`src/rtl/reaction_timebase_if.sv`:
```
// Request/status bundle between the reaction-game controller and its timebase.
// The master drives the requests and reads back the done/late flags and the display.
interface reaction_timebase_if;
  logic        start_rwait;
  logic        start_wait5;
  logic        time_clr;
  logic        time_en;
  logic        rs_en;
  logic        rwait_done;
  logic        wait5_done;
  logic        time_late;
  logic [15:0] disp_bcd;

  modport master (
    output start_rwait, start_wait5, time_clr, time_en, rs_en,
    input  rwait_done, wait5_done, time_late, disp_bcd
  );

  modport slave (
    input  start_rwait, start_wait5, time_clr, time_en, rs_en,
    output rwait_done, wait5_done, time_late, disp_bcd
  );
endinterface

```
`src/rtl/reaction_timebase.sv`:
```
// Millisecond timebase for a reaction-time game: a 1 ms prescaler, a random wait, a fixed
// hold wait, and a saturating reaction counter with a BCD mirror for the display.
module reaction_timebase #(
  parameter int CLK_HZ       = 100_000_000,
  parameter int RWAIT_MIN_MS = 1000,
  parameter int WAIT5_MS     = 5000,
  parameter int LATE_MS      = 1000
) (
  input  logic               clk,
  input  logic               rst_n,
  reaction_timebase_if.slave bus
);

  localparam int              TICK_DIV   = CLK_HZ / 1000;
  localparam int              PW         = (TICK_DIV > 1) ? $clog2(TICK_DIV) : 1;
  localparam logic [PW-1:0]   PRESC_LAST = PW'(TICK_DIV - 1);
  localparam logic [15:0]     LFSR_SEED  = 16'hACE1;
  localparam logic [13:0]     RT_MAX     = 14'd9999;
  localparam logic [13:0]     LATE_VAL   = 14'(LATE_MS);
  localparam logic [15:0]     RWAIT_MIN  = 16'(RWAIT_MIN_MS);
  localparam logic [15:0]     WAIT5_VAL  = 16'(WAIT5_MS);

  // Both waits share one behaviour; only the target source differs.
  typedef struct packed {
    logic        start_q;
    logic        done;
    logic [15:0] cnt;
    logic [15:0] target;
  } wait_t;

  logic [PW-1:0] presc_q, presc_d;
  logic          tick;
  logic [15:0]   lfsr_q, lfsr_d;
  wait_t         rw_q, rw_d, w5_q, w5_d;
  logic [13:0]   rt_q, rt_d;
  logic [15:0]   bcd_q, bcd_d;
  logic          late_q, late_d;

  function automatic wait_t wait_next(wait_t cur, logic start, logic tick_in,
                                      logic [15:0] new_target);
    wait_t nxt;
    nxt         = cur;
    nxt.start_q = start;
    if (!start) begin
      nxt.cnt  = '0;
      nxt.done = 1'b0;
    end else if (!cur.start_q) begin
      // A rising request swallows a coincident tick so the wait always starts from zero.
      nxt.target = new_target;
      nxt.cnt    = '0;
      nxt.done   = 1'b0;
    end else if (cur.cnt == cur.target) begin
      nxt.done = 1'b1;
    end else if (tick_in) begin
      nxt.cnt = cur.cnt + 16'd1;
    end
    return nxt;
  endfunction

  function automatic logic [15:0] bcd_inc(logic [15:0] v);
    logic [15:0] r;
    logic        carry;
    r     = v;
    carry = 1'b1;
    for (int i = 0; i < 4; i++) begin
      if (carry) begin
        if (v[4*i +: 4] == 4'd9) begin
          r[4*i +: 4] = 4'd0;
        end else begin
          r[4*i +: 4] = v[4*i +: 4] + 4'd1;
          carry       = 1'b0;
        end
      end
    end
    return r;
  endfunction

  assign tick = (presc_q == PRESC_LAST);

  // NOTE: every variable gets a default at the top of always_comb so no path can infer a latch.
  always_comb begin
    presc_d = bus.time_clr ? '0 : (tick ? '0 : presc_q + PW'(1));
    lfsr_d  = {lfsr_q[14:0], lfsr_q[15] ^ lfsr_q[13] ^ lfsr_q[12] ^ lfsr_q[10]};
    rw_d    = wait_next(rw_q, bus.start_rwait, tick, RWAIT_MIN + {4'd0, lfsr_q[11:0]});
    w5_d    = wait_next(w5_q, bus.start_wait5, tick, WAIT5_VAL);
    rt_d    = rt_q;
    bcd_d   = bcd_q;
    late_d  = late_q;
    if (bus.time_clr) begin
      rt_d   = '0;
      bcd_d  = '0;
      late_d = 1'b0;
    end else begin
      if (bus.time_en && tick && (rt_q != RT_MAX)) begin
        rt_d  = rt_q + 14'd1;
        bcd_d = bcd_inc(bcd_q);
      end
      if (rt_q >= LATE_VAL) late_d = 1'b1;
    end
  end

  // NOTE: state registers use non-blocking assignments so all of them update from pre-edge values.
  always_ff @(posedge clk or negedge rst_n) begin
    if (!rst_n) begin
      presc_q <= '0;
      lfsr_q  <= LFSR_SEED;
      rw_q    <= '0;
      w5_q    <= '0;
      rt_q    <= '0;
      bcd_q   <= '0;
      late_q  <= 1'b0;
    end else begin
      presc_q <= presc_d;
      lfsr_q  <= lfsr_d;
      rw_q    <= rw_d;
      w5_q    <= w5_d;
      rt_q    <= rt_d;
      bcd_q   <= bcd_d;
      late_q  <= late_d;
    end
  end

  assign bus.rwait_done = rw_q.done;
  assign bus.wait5_done = w5_q.done;
  assign bus.time_late  = late_q;
  assign bus.disp_bcd   = bus.rs_en ? bcd_q : 16'h0000;

endmodule

```
`src/flat_wrapper.sv`:
```
// flat-port wrapper written by rule: the top's interface ports become plain ports
module reaction_timebase_flat 
#(
  parameter int CLK_HZ       = 100_000_000,
  parameter int RWAIT_MIN_MS = 1000,
  parameter int WAIT5_MS     = 5000,
  parameter int LATE_MS      = 1000
)
  (clk, rst_n, bus_start_rwait, bus_start_wait5, bus_time_clr, bus_time_en, bus_rs_en, bus_rwait_done, bus_wait5_done, bus_time_late, bus_disp_bcd);
  reaction_timebase_if bus_i ();
  input  logic clk;
  input  logic rst_n;
  input wire logic [$bits(bus_i.start_rwait)-1:0] bus_start_rwait;
  input wire logic [$bits(bus_i.start_wait5)-1:0] bus_start_wait5;
  input wire logic [$bits(bus_i.time_clr)-1:0] bus_time_clr;
  input wire logic [$bits(bus_i.time_en)-1:0] bus_time_en;
  input wire logic [$bits(bus_i.rs_en)-1:0] bus_rs_en;
  output wire logic [$bits(bus_i.rwait_done)-1:0] bus_rwait_done;
  output wire logic [$bits(bus_i.wait5_done)-1:0] bus_wait5_done;
  output wire logic [$bits(bus_i.time_late)-1:0] bus_time_late;
  output wire logic [$bits(bus_i.disp_bcd)-1:0] bus_disp_bcd;
  assign bus_i.start_rwait = bus_start_rwait;
  assign bus_i.start_wait5 = bus_start_wait5;
  assign bus_i.time_clr = bus_time_clr;
  assign bus_i.time_en = bus_time_en;
  assign bus_i.rs_en = bus_rs_en;
  assign bus_rwait_done = bus_i.rwait_done;
  assign bus_wait5_done = bus_i.wait5_done;
  assign bus_time_late = bus_i.time_late;
  assign bus_disp_bcd = bus_i.disp_bcd;
  reaction_timebase #(.CLK_HZ(CLK_HZ), .RWAIT_MIN_MS(RWAIT_MIN_MS), .WAIT5_MS(WAIT5_MS), .LATE_MS(LATE_MS)) u_core (.clk(clk), .rst_n(rst_n), .bus(bus_i));
endmodule
```
`config.mk`:
```
export PLATFORM = sky130hd
export DESIGN_NAME = reaction_timebase_flat
export DESIGN_NICKNAME = d
export VERILOG_FILES = /design/src/rtl/reaction_timebase_if.sv /design/src/rtl/reaction_timebase.sv /design/src/flat_wrapper.sv
export SDC_FILE = /design/constraint.sdc
export NUM_CORES = 1
export LEC_CHECK = 0
export BUFFER_PORTS_ARGS = -buffer_cell sky130_fd_sc_hd__buf_4
export CORE_MARGIN = 3
export CORE_UTILIZATION = 62
export DETAILED_ROUTE_END_ITERATION = 6
export GPL_TIMING_DRIVEN = 0
export HOLD_SLACK_MARGIN = 0.03
export MAX_ROUTING_LAYER = met4
export PLACE_DENSITY = 0.8
export SLEW_MARGIN = 25
export SYNTH_ARGS = -nofsm -noshare
export SYNTH_HDL_FRONTEND = slang
export SYNTH_SLANG_ARGS = --single-unit
```
`constraint.sdc`:
```
create_clock -name clk -period 2.9 [get_ports clk]
set_clock_uncertainty 0.15 [all_clocks]
set_input_delay 0.58 -clock clk [delete_from_list [all_inputs] [get_ports clk]]
set_output_delay 0.58 -clock clk [all_outputs]
set_load 0.02 [all_outputs]
```
=== Word-level counts from Yosys, hierarchy flattened ===
Cells that the tools add are included.

* Input port bits: 7
* Logic and storage cells: 96
* Bits in registers: 117
* Output and inout bits: 19

* Eq/ne operators: 14
* Reductions and logical operators: 14
* Bitwise logic cells: 5
* Magnitude comparators: 1
* Add/subtract/negate cells: 9
* Muxes and demuxes: 37

{| class="wikitable"
|+ Operators with widths
! kind !! count
|-
| 16-bit two-way mux || 7
|-
| 17-bit two-way mux || 6
|-
| 16-bit by 1-bit adder with 16-bit output (second input constant) || 2
|-
| 14-bit two-way mux || 2
|-
| 4-bit two-way mux || 7
|-
| 17-bit by 1-bit adder with 17-bit output (second input constant) || 1
|-
| 17-bit == test (second input constant) || 1
|-
| 4-bit by 1-bit adder with 4-bit output (second input constant) || 4
|-
| 16-bit by 13-bit == test with 1-bit output || 1
|-
| 16-bit == test || 1
|-
| 4-bit == test (second input constant) || 4
|-
| 1-bit two-way mux || 15
|-
| 14-bit by 1-bit adder with 14-bit output (second input constant) || 1
|-
| 14-bit by 10-bit >= comparator with 1-bit output (second input constant) || 1
|-
| 14-bit != test (second input constant) || 1
|-
| 2-bit AND reduction || 7
|-
| 10-bit by 12-bit adder with 13-bit output (first input constant) || 1
|-
| 3-bit != test (second input constant) || 4
|-
| 2-bit nonzero test || 5
|-
| 3-bit by 2-bit != test with 1-bit output (second input constant) || 2
|-
| 1-bit XOR || 3
|-
| 1-bit logical AND || 2
|-
| 1-bit NOT || 2
|}

=== Longest topological paths before layout ===
Gate-level depths: netlist (run 1).

* Word-level depth: 14
* Mapped depth: 9
* Gate-level depth less buffers: 8

=== Worst setup path before layout (run 1) ===
OpenSTA, ideal clock, no wires.

* Kind: register -> register
* From: reg u_core.rt_q[7]
* To: reg u_core.bcd_q[2]
* Setup time: 0.132 ns
* Data arrival time: 2.000 ns
* Cell stages (with the launch flop): 8
* Clock period less this slack: 2.282 ns
* Slack: 0.618 ns
* Cells stage by stage: dfrtp_1 > or4b_4 > o41ai_4 > nor2_2 > buf_6 > nand2_1 > mux2i_1 > nor2_1

* Cells in the longest elaborated chain, start to end: 3

{| class="wikitable"
|+ RTL lines
! element !! RTL line !! RTL
|-
| start, declared || reaction_timebase.sv:35 || <nowiki>logic [13:0] rt_q, rt_d;</nowiki>
|-
| start signal, assigned || reaction_timebase.sv:117 || <nowiki>rt_q <= rt_d;</nowiki>
|-
| 14-bit != test || reaction_timebase.sv:94 || <nowiki>if (bus.time_en && tick && (rt_q != RT_MAX)) begin</nowiki>
|-
| 1-bit logical AND || reaction_timebase.sv:94 ||
|-
| 2-bit nonzero test (no line) || n/a ||
|-
| end signal, assigned || reaction_timebase.sv:110 || <nowiki>bcd_q <= '0;</nowiki>
|-
| end signal, assigned || reaction_timebase.sv:118 || <nowiki>bcd_q <= bcd_d;</nowiki>
|-
| end, declared || reaction_timebase.sv:36 || <nowiki>logic [15:0] bcd_q, bcd_d;</nowiki>
|}

No other way between the ends.
A chain may end at the register's enable or synchronous reset.

=== Worst setup path after layout (run 1) ===
* From: reg u_core.presc_q[0]
* To: reg u_core.bcd_q[7]

* Cells in the longest elaborated chain, start to end: 5

{| class="wikitable"
|+ RTL lines
! element !! RTL line !! RTL
|-
| start, declared || reaction_timebase.sv:31 || <nowiki>logic [PW-1:0] presc_q, presc_d;</nowiki>
|-
| start signal, assigned || reaction_timebase.sv:113 || <nowiki>presc_q <= presc_d;</nowiki>
|-
| 17-bit == test || reaction_timebase.sv:78 || <nowiki>assign tick = (presc_q == PRESC_LAST);</nowiki>
|-
| 1-bit logical AND (2 in a row) || reaction_timebase.sv:94 ||
|-
| 2-bit nonzero test (no line) || n/a ||
|-
| 2-bit AND reduction (no line) || n/a ||
|}

No other way between the ends.

==> metrics.txt, run 1 <==
GR Util All Layers=27.47%; post-synthesis async set-or-reset flop share=100.0%; RSZ-0062 raised after global routing=true; Period Utilization, post-route=93.23%; htree depth=4; post-route setup TNS=0 ns; share of Yosys cell area claimed by the top area cell type=46.17%; Ports=26; flops & latches, synth=114; DRT iter0 DRCs=183; diodes inserted=0; first-pass GRT wire length=21650 um; post-layout util=75.28%; hold slack=-0.0003607 ns; Post-Synthesis Cell Area=5746 um2; CTS buffer count=17; Tot Pwr=3778 uW; max_slew headroom=41.51%; Clock Latency Late Sink=0.53 ns; Worst Tran Pin Value=0.8774 ns; count of cell types in the netlist=57; largest net degree at the start of global routing=115; top cells by count, synth=dfrtp_1, nor2_1, nand2_1, xor2_1, xnor2_1; Die Wd=102.3 um; vias in the first global route=4610; setup bufs post-CTS=0; pre-CTS setup slack=0.2632 ns; placed insts=706; Via density=5.939; core area=8848 um2; maximum VDD drop=0.0005273 V; die span in y=102.3 um; Worst setup EP type=register; sequential area share after synthesis=49.83%; DRC=0; Cells after Synth=574; Tmin final=2.704 ns; Avg Inst Size Synth=10.01 um2; total gr overflow=0; CP Max Fanout=10; clk slew on worst S/H paths=0.06 ns; Main synth FF type=dfrtp_1; Critical Path RT=3.14 ns; status=finished with violations; leading post-synthesis cells by cell area=dfrtp_1, xor2_1, nor2_1; number of flops mapped to enable cells by yosys=0; Hold Path Class=in -> async; Syn Nets=596; layout cells sized above 1=13.79%; failing checks=negative hold slack; Final Slew Violations=0; most common cell in the netlist=dfrtp_1; vias after detailed routing=4389; startpoint types=register; pwr dens=567.1 nW/um2; Area Growth Syn to Fin=15.94%; Non-Filler Instances=739; Routability Congestion=0.9213; Initial Util=64.93%; Fin. Hold Viols=1; Final #Nets=640; routed wire length per instance=17.26 um; Post-Route WL=12760 um; fmax=0.3699 GHz; fillers=613; TritonCTS clock tree=built; Arr. time, crit path=2.94 ns; IO buf count=24; die area=10460 um2; Initial DRT Pass Iterations=4; MaxCap Viol Count=0; clock sink count=114; HPWL after DPL=8160 um; Yosys top cell by area=dfrtp_1; clk buf depth=2; worst setup margin=0.1965 ns; Synth Warn #=0; setup violators final=0; # rows=34; CTS root buffer=clkbuf_8; critical path class=reg -> reg; initial antenna violation count=0; antenna-violating nets left=0; P_leak=0.003049 uW
==> final timing paths <==
| path | from | end | slack, ns | depth (start not counted) |
|---|---|---|---|---|
| worst min register to register | u_core.lfsr_q[14]$_DFF_PN0_ | u_core.lfsr_q[15]$_DFF_PN1_ | 0.20 | 0 |
| worst min-delay path | rst_n | u_core.bcd_q[13]$_DFFE_PN0P_ | -0.0004 | 1 |
| worst max-delay path | u_core.presc_q[0]$_DFF_PN0_ | u_core.bcd_q[7]$_DFFE_PN0P_ | 0.20 | 8 |
| worst max register to register | u_core.presc_q[0]$_DFF_PN0_ | u_core.bcd_q[7]$_DFFE_PN0P_ | 0.20 | 8 |
| max in group asynchronous | rst_n | u_core.lfsr_q[2]$_DFF_PN0_ | 1.98 | 1 |
| min in group clk | u_core.lfsr_q[14]$_DFF_PN0_ | u_core.lfsr_q[15]$_DFF_PN1_ | 0.20 | 0 |
==> report_power, final <==
part           internal (uW)  leakage (uW)  switching, uW
registers               1610       0.00153           18.6
logic                   39.6       0.00124           95.0
clock network           1230      0.000271            786
total                   2880       0.00305            900
==> stage by stage <==
step | hold slack (ns) | area (um2)
2_1_floorplan | 0.1344 | 5746
3_3_place_gp | 0.1888 | 6061
3_5_place_dp | 0.1933 | 6065
4_1_cts | 0.03254 | 6646
5_1_grt | 0.06935 | 6661
6_report | -0.0003607 | 6661
==> flip-flops by register name, indices dropped and copies added (netlist names) <==
name                   cells
u_core.bcd_q              16
u_core.bus.rwait_done      1
u_core.bus.time_late       1
u_core.bus.wait5_done      1
u_core.lfsr_q             16
u_core.presc_q            17
u_core.rt_q               14
u_core.rw_q               30
u_core.w5_q               18
==> cell type report <==
type                       count  area (um2)  share of cell area [%]
multi-input combinational    430        2761                   41.45
timing repair buffer          26       206.4                   3.099
tap                          108       135.1                   2.029
buffer                        16       75.07                   1.127
inverter                      13       48.80                  0.7325
sequential                   114        2863                   42.98
clock inverter                15       157.7                   2.367
clock buffer                  17       414.1                   6.217
==> critical path, cell delays in order, from the launching register on <==
cell      delay, ns
dfrtp_1        0.39
ha_1           0.23
and4_1         0.31
nand4_2        0.35
nor2_2         0.53
buf_6          0.23
nand3b_1       0.10
a22oi_1        0.20
nor2_1         0.07
==> routing by layer <==
layer / share of wire, % / GRT usage, % / vias to the layer above / routed length (um)
met5: 0 / - / - / 0
met4: 0.93 / 10.19 / 0 / 119
met3: 3.9 / 6.689 / 13 / 494
met2: 52 / 45.48 / 91 / 6644
met1: 43 / 32.67 / 2207 / 5497
li1: - / - / 2078 / -
==> layout by cell type (no fill, tap or decap), drive strengths merged, types with 17 or more instances in the layout <==
| cell | n |
|---|---|
| xor2 | 45 |
| a21oi | 17 |
| nand3 | 22 |
| buf | 26 |
| nand4 | 21 |
| and3 | 17 |
| nor2 | 85 |
| xnor2 | 26 |
| dfrtp | 106 |
| clkbuf | 30 |
| inv | 17 |
| nand2 | 47 |
| o21ai | 21 |
| and2 | 22 |
==> logic make-up after synthesis <==
family	count (synthesis)	synth area share, %
AOI/OAI and AO/OA	71	8.776
xor gates and xnor gates	71	10.82
adders and majority gates	15	3.267
buffers and inverters	30	2.221
DFF	114	49.83
muxes	9	1.655
and+or+nand+nor	264	23.43
==> repair_timing <==
item | in CTS | in global routing
hold buffers | 1 | 1
hold endpoints to repair | 1 | 1
endpoints found under the setup margin | 0 | 9
resized for setup | 0 | 1
Note: power is estimated with default switching activity, not from simulation.
==> run 2, diff against run 1 <==
Settings changed: PLACE_DENSITY 0.8 to 0.84.
==> metrics.txt, run 2 (synthesis gave the netlist of run 1 again) <==
clk slew on worst S/H paths=0.06 ns (about the same); fmax=0.3713 GHz (+0.38%); die span in y=102.3 um (unchanged); GR Util All Layers=26.14% (-1.3 points); commonest non-fill, non-tap cell in the layout=dfrtp_1; Ports=26 (unchanged); Initial Util=64.93% (unchanged); CTS root buffer=clkbuf_8; post-layout util=75.37% (+0.085 points); post-CTS sizing=0 (unchanged); Worst Tran Pin Value=0.8594 ns (-0.01800 ns); status=finished clean; slowest stage cell, crit path=nor3_2; sequence of cells on the critical path=ha_1 > and4_1 > nand4_2 > nor3_2 > nand2_1 > or3_1 > a21oi_1; startpoint types=register; Fin. Hold Viols=0 (-1); TritonCTS clock tree=built; clock sink count=114 (unchanged); Worst setup EP type=register; IO buf count=24 (unchanged); area taken by multi-input logic gates=2755 um2 (-0.23%); fillers=556 (-9.3%); setup violators final=0 (unchanged); vias in the first global route=4470 (-3.0%); Initial DRT Pass Iterations=5 (+1); Clock Latency Late Sink=0.53 ns (about the same); Via density=5.946 (+0.11%); DRC=0 (unchanged); diodes inserted=0 (unchanged); htree depth=4 (unchanged); Die Wd=102.3 um (unchanged); routed wire length per instance=16.42 um (-4.9%); slowest cell delay on critical path=0.62 ns (+0.09 ns); largest net degree at the start of global routing=115 (unchanged); die area=10460 um2 (unchanged); layout cells sized above 1=13.79% (unchanged); Critical Path RT=3.19 ns (+0.05 ns); Tmin final=2.693 ns (-0.01024 ns); antenna-violating nets left=0 (unchanged); HPWL after DPL=7906 um (-3.1%); DRT iter0 DRCs=229 (+25%); P_leak=0.003044 uW (-0.18%); critical path class=reg -> reg; Arr. time, crit path=2.99 ns (+0.05 ns); total gr overflow=0 (unchanged); biggest registers after layout=u_core.rw_q x30, u_core.w5_q x18, u_core.presc_q x17; clk buf depth=2 (unchanged); Final #Nets=640 (unchanged); MaxCap Viol Count=0 (unchanged); CTS buffer count=17 (unchanged); Period Utilization, post-route=92.87% (-0.35 points); max_slew headroom=42.71% (+1.2 points); CP Max Fanout=7 (-3); Register Area=2863 um2 (unchanged); Biggest register=u_core.rw_q; Routability Congestion=0.9139 (-0.80%); initial antenna violation count=0 (unchanged); Post-Route WL=12140 um (-4.9%); first-pass GRT wire length=20820 um (-3.9%); RSZ-0062 raised after global routing=false; Area Growth Syn to Fin=16.07%; vias after detailed routing=4394 (+0.11%); Hold Path Class=in -> async; core area=8848 um2 (unchanged); Final Slew Violations=0 (unchanged); max FFs per register=30 (unchanged); # rows=34 (unchanged); commonest cells after routing, fill and taps aside=dfrtp_1, nor2_1, nand2_1, xor2_1, xnor2_1; post-route setup TNS=0 ns (unchanged); maximum VDD drop=0.0004739 V (-10%); pwr dens=571.4 nW/um2 (+0.75%)
-- run 2: cell count changes in the layout (fill, tap and decap cells not counted), sizes merged --
cell	before	now
clkinv	5	3
inv	17	19
-- run 2: area by class of cell --
| class | instances | area share, % |
|---|---|---|
| multi-input cells | 430 | 41.31 |
| clock inverters | 15 | 2.570 |
| flip-flops and latches | 114 | 42.93 |
| plain buffers | 16 | 1.126 |
| repair buffers | 26 | 3.096 |
| inverters | 13 | 0.7317 |
| clock buffers | 17 | 6.210 |
| well taps | 108 | 2.026 |
-- run 2: per-layer routing --
layer / track usage (%) / share of wire, % / vias up
li1: - / - / 2095
met4: 10.60 / 1.9 / 0
met5: - / 0 / -
met3: 6.007 / 3.3 / 26
met1: 31.60 / 44 / 2159
met2: 42.48 / 50 / 114
-- run 2: path summary, 6_finish.rpt --
kind	from	to	slack [ns]	cells past startpoint
setup / recovery	u_core.presc_q[0]$_DFF_PN0_	u_core.bcd_q[10]$_DFFE_PN0P_	0.21	7
hold / removal	rst_n	u_core.rt_q[10]$_DFFE_PN0P_	0.002	1
setup reg to reg	u_core.presc_q[0]$_DFF_PN0_	u_core.bcd_q[10]$_DFFE_PN0P_	0.21	7
hold reg to reg	u_core.lfsr_q[14]$_DFF_PN0_	u_core.lfsr_q[15]$_DFF_PN1_	0.20	0
max in group asynchronous	rst_n	u_core.bcd_q[2]$_DFFE_PN0P_	2.00	1
min in group clk	u_core.lfsr_q[14]$_DFF_PN0_	u_core.lfsr_q[15]$_DFF_PN1_	0.20	0
-- run 2: repair_timing --
item / in CTS / in global routing
setup buffers: 0 / 0
setup endpoints to repair: 0 / 1
hold endpoints to repair: 2 / 0
hold buffers: 2 / 0
-- run 2: metrics by stage --
stage          power [uW]  hold WS, ns  cells  area, um2  setup slack, ns
2_1_floorplan        1723       0.1344    574       5746           0.6184
3_3_place_gp         1783       0.1886    706       6061           0.3280
3_5_place_dp         1790       0.1963    706       6065           0.2680
4_1_cts              3831      0.08759    740       6670           0.1901
5_1_grt              3930      0.08913    739       6669          0.01234
6_report             3811     0.001653    739       6669           0.2067
-- run 2: critical path: cells and delay by family (launching register included) --
family	cells	cell delay (ns)
and+or+nand+nor	5	1.70
DFF	1	0.38
adders and majority gates	1	0.24
AOI/OAI and AO/OA	1	0.13
-- run 2: power breakdown --
group	leakage [uW]	internal, uW	switching (uW)	total [uW]
sequential	0.00153	1610	19.1	1630
clock	0.000274	1240	803	2050
combinational	0.00124	39.9	94.9	135
total	0.00304	2890	917	3810
